===== config.mk =====
export PLATFORM = sky130hd
export DESIGN_NAME = branch_predictor_unit
export DESIGN_NICKNAME = d
export VERILOG_FILES = /design/src/rtl/branch_predictor_unit.sv
export SDC_FILE = /design/constraint.sdc
export NUM_CORES = 2
export LEC_CHECK = 0
export CELL_PAD_IN_SITES_DETAIL_PLACEMENT = 1
export CELL_PAD_IN_SITES_GLOBAL_PLACEMENT = 2
export CORE_MARGIN = 2
export CORE_UTILIZATION = 40
export CTS_BUF_LIST = sky130_fd_sc_hd__clkbuf_8
export DETAILED_ROUTE_END_ITERATION = 10
export PLACE_DENSITY_LB_ADDON = 0.1
export SLEW_MARGIN = 0
export SYNTH_ARGS = -nofsm -noshare
export SYNTH_HDL_FRONTEND = slang
export SYNTH_SLANG_ARGS = --single-unit

===== constraint.sdc =====
create_clock -name clk -period 22.1 [get_ports clk]
set_input_delay 4.42 -clock clk [delete_from_list [all_inputs] [get_ports clk]]
set_output_delay 4.42 -clock clk [all_outputs]
set_load 0.02 [all_outputs]

===== src/rtl/branch_predictor_unit.sv =====
// Front-end branch predictor: tagged BTB, 2-bit PHT (bimodal or gshare index),
// speculative GHR with checkpoint restore, mispredict detection and saturating statistics.
module branch_predictor_unit #(
    parameter int BTB_IDX_BITS = 6,
    parameter int TAG_BITS     = 8,
    parameter int PHT_IDX_BITS = 8,
    parameter int GHR_BITS     = 8,
    parameter int MODE         = 0,
    parameter int STAT_WIDTH   = 32
) (
    input  logic                  clk,
    input  logic                  rst,
    input  logic [31:0]           fetch_pc,
    input  logic                  fetch_valid,
    input  logic                  stall,
    output logic                  pred_taken,
    output logic [31:0]           pred_target,
    output logic [31:0]           pred_next_pc,
    output logic [GHR_BITS-1:0]   pred_ghr,
    input  logic                  update_valid,
    input  logic [31:0]           update_pc,
    input  logic                  update_taken,
    input  logic [31:0]           update_target,
    input  logic                  update_pred_taken,
    input  logic [31:0]           update_pred_target,
    input  logic [GHR_BITS-1:0]   update_ghr,
    output logic                  mispredict,
    output logic [31:0]           redirect_pc,
    output logic [STAT_WIDTH-1:0] branch_count,
    output logic [STAT_WIDTH-1:0] mispredict_count
);

    localparam int BTB_ENTRIES = 1 << BTB_IDX_BITS;
    localparam int PHT_ENTRIES = 1 << PHT_IDX_BITS;
    localparam int TAG_LSB     = BTB_IDX_BITS + 2;
    localparam int TAG_MSB     = BTB_IDX_BITS + TAG_BITS + 1;

    // Only the BTB valid bits and PHT counters need a reset value; tag/target
    // contents are don't-care while their valid bit is clear.
    logic [BTB_ENTRIES-1:0]  btb_valid_q;
    logic [TAG_BITS-1:0]     btb_tag_q    [BTB_ENTRIES];
    logic [31:0]             btb_target_q [BTB_ENTRIES];
    logic [1:0]              pht_q        [PHT_ENTRIES];
    logic [GHR_BITS-1:0]     ghr_q, ghr_d;
    logic [STAT_WIDTH-1:0]   branch_count_q, branch_count_d;
    logic [STAT_WIDTH-1:0]   mispredict_count_q, mispredict_count_d;

    logic [BTB_IDX_BITS-1:0] f_bidx, u_bidx;
    logic [TAG_BITS-1:0]     f_tag, u_tag;
    logic [PHT_IDX_BITS-1:0] f_pidx, u_pidx;
    logic [PHT_IDX_BITS-1:0] f_ghr_ext, u_ghr_ext;
    logic                    f_hit;
    logic [1:0]              f_ctr, u_ctr, u_ctr_next;
    logic [GHR_BITS-1:0]     ghr_shift, ghr_restore;
    logic                    unused_pcs;

    assign unused_pcs = ^{fetch_pc, update_pc};

    assign f_bidx    = fetch_pc[BTB_IDX_BITS+1:2];
    assign u_bidx    = update_pc[BTB_IDX_BITS+1:2];
    assign f_tag     = fetch_pc[TAG_MSB:TAG_LSB];
    assign u_tag     = update_pc[TAG_MSB:TAG_LSB];
    assign f_ghr_ext = PHT_IDX_BITS'(ghr_q);
    assign u_ghr_ext = PHT_IDX_BITS'(update_ghr);

    generate
        if (MODE == 1) begin : g_gshare
            assign f_pidx = fetch_pc[PHT_IDX_BITS+1:2] ^ f_ghr_ext;
            assign u_pidx = update_pc[PHT_IDX_BITS+1:2] ^ u_ghr_ext;
        end else begin : g_bimodal
            logic unused_ghr_ext;
            assign unused_ghr_ext = ^{f_ghr_ext, u_ghr_ext};
            assign f_pidx = fetch_pc[PHT_IDX_BITS+1:2];
            assign u_pidx = update_pc[PHT_IDX_BITS+1:2];
        end
    endgenerate

    // Lookup: purely combinational against current state, so a same-cycle
    // update is only visible from the following cycle.
    assign f_hit        = btb_valid_q[f_bidx] && (btb_tag_q[f_bidx] == f_tag);
    assign f_ctr        = pht_q[f_pidx];
    assign pred_taken   = f_hit & f_ctr[1];
    assign pred_target  = f_hit ? btb_target_q[f_bidx] : 32'd0;
    assign pred_next_pc = pred_taken ? pred_target : fetch_pc + 32'd4;
    assign pred_ghr     = ghr_q;

    assign mispredict  = update_valid &&
                         ((update_taken != update_pred_taken) ||
                          (update_taken && (update_target != update_pred_target)));
    assign redirect_pc = update_taken ? update_target : update_pc + 32'd4;

    generate
        if (GHR_BITS == 1) begin : g_ghr1
            assign ghr_shift   = pred_taken;
            assign ghr_restore = update_taken;
        end else begin : g_ghrn
            assign ghr_shift   = {ghr_q[GHR_BITS-2:0], pred_taken};
            assign ghr_restore = {update_ghr[GHR_BITS-2:0], update_taken};
        end
    endgenerate

    // A mispredict rewinds history to the checkpoint of the resolving branch,
    // discarding whatever the wrong-path fetch would have shifted in.
    always_comb begin
        ghr_d = ghr_q;
        if (mispredict) begin
            ghr_d = ghr_restore;
        end else if (fetch_valid && !stall && f_hit) begin
            ghr_d = ghr_shift;
        end
    end

    assign u_ctr = pht_q[u_pidx];
    always_comb begin
        u_ctr_next = u_ctr;
        if (update_taken) begin
            if (u_ctr != 2'b11) u_ctr_next = u_ctr + 2'b01;
        end else begin
            if (u_ctr != 2'b00) u_ctr_next = u_ctr - 2'b01;
        end
    end

    always_comb begin
        branch_count_d     = branch_count_q;
        mispredict_count_d = mispredict_count_q;
        if (update_valid && (branch_count_q != '1)) begin
            branch_count_d = branch_count_q + 1'b1;
        end
        if (mispredict && (mispredict_count_q != '1)) begin
            mispredict_count_d = mispredict_count_q + 1'b1;
        end
    end

    always_ff @(posedge clk or posedge rst) begin
        if (rst) begin
            for (int i = 0; i < PHT_ENTRIES; i++) begin
                pht_q[i] <= 2'b01;
            end
        end else if (update_valid) begin
            pht_q[u_pidx] <= u_ctr_next;
        end
    end

    always_ff @(posedge clk or posedge rst) begin
        if (rst) begin
            btb_valid_q <= '0;
        end else if (update_valid && update_taken) begin
            btb_valid_q[u_bidx] <= 1'b1;
        end
    end

    always_ff @(posedge clk) begin
        if (update_valid && update_taken) begin
            btb_tag_q[u_bidx]    <= u_tag;
            btb_target_q[u_bidx] <= update_target;
        end
    end

    always_ff @(posedge clk or posedge rst) begin
        if (rst) begin
            ghr_q              <= '0;
            branch_count_q     <= '0;
            mispredict_count_q <= '0;
        end else begin
            ghr_q              <= ghr_d;
            branch_count_q     <= branch_count_d;
            mispredict_count_q <= mispredict_count_d;
        end
    end

    assign branch_count     = branch_count_q;
    assign mispredict_count = mispredict_count_q;

endmodule


# After elaboration in Yosys (flattened, before gate mapping)
# Memories as Yosys holds them, arrays and structs flattened.
# Cells that the tools add are included.
# classes
shifts	0
addsub	6
n_bitwise	4
reduce_logical	14
mul	0
n_mux	23
div	0
n_eq_ne	6
n_lt_le_gt_ge	6
# ops
operator	n
$bwmux W512	1
$mux W32	3
$add A32 B1 Y32 const B	2
$add A32 B3 Y32 const B	2
$ne A32 B32 Y1 const B	2
$or A64 B64 Y64	1
$bmux W2 S8	2
$ne A32 B32 Y1	1
$ge A9 B9 Y1 const B	2
$not A8 Y9	2
$demux W2 S8	1
$mux W2	8
$mux W8	2
$lt A6 B7 Y1 const B	2
$logic_and A1 B1 Y1	10
$lt A9 B1 Y1 const B	1
$eq A8 B8 Y1	1
$bmux W1 S6	1
$demux W1 S6	1
$ge A6 B1 Y1 const B	1
$mux W1	4
$reduce_bool A2 Y1	2
$add A2 B1 Y2 const B	1
$ne A2 B2 Y1 const B	1
other kinds (5)	5
# word_totals
inputBits	143
word_cells	321
ram_bits	2560
memories	2
register_bits	648
mem_bits_ro	0
latch_bits	0
# memory_table
name	depth	word_bits	rd	rd_ports_with_merged_regs	write_ports	line_no	rtl
btb_target_q	64	32	1	0	1	42	logic [31:0] btb_target_q [BTB_ENTRIES];
btb_tag_q	64	8	1	0	1	41	logic [TAG_BITS-1:0] btb_tag_q [BTB_ENTRIES];

# Depth between registers and ports, before layout
# depth
word_depth	8
mapped_depth	18
ltp_nobuf	10

# Worst setup path before layout
# OpenSTA, ideal clock, no wires.
# synth_timing
path_kind	input -> output
from	in fetch_pc[2]
to	out pred_next_pc[28]
path_stages	15
path_buffers	9
required_time_ns	17.680
setup_slack_ns	10.135
arrival_ns	7.545
cell_sequence	buf_6 -> buf_12 -> buf_8 -> buf_12 -> buf_12 -> buf_6 -> buf_2 -> buf_2 -> buf_2 -> mux4_2 -> mux4_2 -> mux2i_1 -> nor2_1 -> a21oi_1 -> mux2i_1
# synth_between
elab_chain_len	6
elab_cells_between_ends	14
classes_between	add/sub: 1; eq/ne: 1; mux: 7; bitwise: 2; reduce/logical: 1; memory: 2
# synth_rtl
element	line_no	rtl
start, declared	13	input logic [31:0] fetch_pc,
$not A8 Y9 (not written as such)	81	assign f_ctr = pht_q[f_pidx];
$bmux W2 S8	81	
$mux W2 (not written as such) (2 in series)	81	
$and A1 B1 Y1	82	assign pred_taken = f_hit & f_ctr[1];
$mux W32 *	84	assign pred_next_pc = pred_taken ? pred_target : fetch_pc + 32'd4;
end, declared	18	output logic [31:0] pred_next_pc,
# Mark *: on every way between the ends. The rest lies on a longest branch, timed or not. The select of a mux whose other input is x is not followed.

# Worst setup path after layout
# layout_timing
from	in fetch_pc[4]
to	out pred_next_pc[13]
# The elaborated chain is that of the path after synthesis.

==> flow_summary.ini <==
[worst_setup_path]
cp_max_fo = 43
rr_startpoint = pht_q[180]
cpPeakStageDelay_ns = 0.88
rr_endpoint = pht_q[255]
r2r_slack_ns = 16.52
crit_slowest_cell = clkdlybuf4s50_1
end_kind = output pin
cp_common_cell = buf_4
worstRegToRegCells = 10
cp_data_required_time_ns = 17.68
start_kind = primary input
worstSetupPathType = in2out
critPathArrivalTime_ns = 11.21
path_cells = buf_8 > buf_4 > buf_4 > mux4_2 > nor2b_1 > a2111oi_0 > nor4_1 > a211oi_2 > xor2_1 > and4_1 > and4_4 > buf_4 > mux2_4 > clkdlybuf4s50_1

[timing]
drv_slew = 0
fin_crit_ns = 15.63
fin_crit_sh_pct = 70.7
slew_headroom_pct = 5.20
holdWs_ns = 0.462
skew_ns = 0.0677
rsz0062_at_grt = no
hold_violations = 0
setup_viol = 0
fin_setup_tns_ns = 0
fmax_ghz = 0.0640
worstMarginPinSlew_ns = 1.42

[detailed_routing]
drc_errors = 0
drt_first_pass_iters = 7
wl_per_cell_microns = 36.5
via_count = 76800
drtIter0Drc = 8497
viasPerCell = 5.96
antenna_left = 0
drt_wl_total_microns = 471000

[power]
switching_share_pct = 25.0
p_leak_nw = 50.6
p_sw_mw = 3.19
power_density_mw_per_mm2 = 84.3
ir_drop_uv = 58.6
power.internal_mw = 9.55
clkPwrFrac_pct = 39.9
p_comb_share_pct = 7.5
p_seq_share_pct = 52.6

[synth]
ys_ff_latch = 3208
synth_edf_count = 2560
synth_area_sq_mm = 0.132
synth_cell_types = 83
syn_nets = 7535
avgSynthCellArea_sq_um = 17.9
ys.flop_type = edfxtp_1
netlist_instances = 7385
synth_seq_area_share_pct = 70.8
async_flop_share_pct = 20.2
yosysWarnings = 0

[min_path]
hp-start = pht_q[138]
worstHoldEndpoint = pht_q[138]
hold_depth = 2
min_path_type = reg2reg

[clocking]
htreeDepth = 6
cts_resized = 0
cts.sinks = 3208
clk_path_buf_depth = 4
post-cts-setup-buffer-count = 0
path_clk_slew_ns = 0.06
clock_latency_ns = 1.18
numCtsBuffers = 562
root_buffer = clkbuf_8
postCtsHoldBufs = 0
tritoncts = done

[grt]
grt_usage_pct = 28.0
grt_pass1_vias = 79600
grt_pass1_wl_microns = 649000
antenna_found_initial = 38
grt_max_degree = 157
grt_overflow = 0

[floorplan]
start_util_pct = 40.3
coreArea_sq_mm = 0.328
pin_count = 313
die_h_microns = 578
dieArea_sq_mm = 0.335
die_w_microns = 578
rows = 210

[layout]
layout.cells.non_filler = 12900
final_common_cell = edfxtp_1
layout_common_cells = edfxtp_1 (2560), nand2_1 (912), mux4_2 (873)
synthToLayoutAreaGrowth_pct = 14.4
fin_nets = 8257
drive_above_1_share_pct = 28.7

[place]
dp.cells = 11900
place_congestion = 0.811
io_buffers = 311
dp_hpwl_microns = 270000

[outcome]
status = complete, no violations

[run]
max_cap_viol_count = 0
==> kinds of logic (layout without fill, tap and decap cells) <==
| group | count (synthesis) | in the layout | synth area share, % |
|---|---|---|---|
| adder cells (fa/ha/maj) | 8 | 8 | 0.0739 |
| multiplexers | 1159 | 1159 | 17.2 |
| flip-flops | 3208 | 3208 | 70.8 |
| other | 0 | 13 | 0 |
| buffers and inverters | 452 | 1597 | 1.85 |
| AO/OA/AOI/OAI | 925 | 925 | 4.22 |
| AND/OR/NAND/NOR | 1478 | 1478 | 4.83 |
| XOR/XNOR | 155 | 155 | 1.03 |
==> per-layer routing <==
layer / wire length [microns] / track usage (%)
met5: 62 / 0
met4: 13400 / 7.81
met3: 34600 / 5.09
met2: 222000 / 44.4
met1: 201000 / 39.9
==> worst max-delay path: cells and delay by family <==
family / cells / cell delay [ns]
buffers and inverters: 5 / 3.30
and+or+nand+nor: 4 / 1.28
AOI/OAI and AO/OA: 2 / 0.71
muxes: 2 / 0.70
xor gates and xnor gates: 1 / 0.65
==> area by class of cell <==
class | count | area (sq um)
clock inverters | 386 | 1870
clock buffers | 601 | 8270
flip-flops and latches | 3208 | 93400
well taps | 4346 | 5440
repair buffers | 580 | 5030
inverters | 30 | 128
fillers | 31000 | 177000
multi-input cells | 3725 | 36800
diodes | 13 | 32.5
==> stage by stage <==
step / utilization, % / area [sq um] / setup WS [ns] / power [mW]
after floorplan: - / 132000 / 9.03 / 7.33
after global placement: 42.9 / 141000 / 6.40 / 7.75
after detailed placement: 42.9 / 141000 / 6.39 / 7.78
after CTS: 46.0 / 151000 / 6.40 / 12.9
after global routing: 46.0 / 151000 / 6.19 / 13.2
final: 46.0 / 151000 / 6.47 / 12.7
==> synthesized netlist by cell type (47+ instances only) <==
| cell | n | area (sq um) |
|---|---|---|
| mux2_2 | 109 | 1230 |
| edfxtp_1 | 2560 | 76900 |
| xnor2_1 | 96 | 841 |
| a21oi_1 | 47 | 235 |
| buf_2 | 150 | 751 |
| o21ai_0 | 454 | 2270 |
| dfrtp_1 | 392 | 9810 |
| or2_2 | 72 | 450 |
| a22oi_1 | 61 | 458 |
| nor2_1 | 213 | 800 |
| mux2i_1 | 158 | 1580 |
| o21ai_1 | 129 | 646 |
| nand3_1 | 61 | 305 |
| mux4_2 | 873 | 19700 |
| xor2_1 | 59 | 517 |
| clkbuf_1 | 150 | 563 |
| dfstp_2 | 256 | 6730 |
| nand2_1 | 912 | 3420 |
| buf_4 | 70 | 526 |
==> flip-flops by register name, indices dropped and copies added, names as in the netlist <==
register	count
btb_tag_q	512
mispredict_count	32
btb_valid_q	64
pht_q	512
pred_ghr	8
btb_target_q	2048
branch_count	32
==> worst max path at each step <==
stage / start / end / slack [ns] / depth (start not counted)
floorplan: rst / branch_count[0] / 9.03 / 1
global placement: fetch_pc[2] / pred_next_pc[13] / 6.40 / 14
detailed placement: fetch_pc[2] / pred_next_pc[13] / 6.39 / 14
CTS: fetch_pc[2] / pred_next_pc[13] / 6.40 / 14
global route: fetch_pc[2] / pred_next_pc[13] / 6.19 / 14
finish: fetch_pc[4] / pred_next_pc[13] / 6.47 / 14
==> power groups by stage <==
stage / registers (mW) / clock network (mW) / logic, mW
after global routing: 6.71 / 5.44 / 1.01
after detailed placement: 6.82 / 0 / 0.959
after global placement: 6.81 / 0 / 0.943
final: 6.70 / 5.08 / 0.953
after floorplan: 6.82 / 0 / 0.515
after CTS: 6.70 / 5.19 / 0.961
Note: power is estimated with default switching activity, not from simulation.
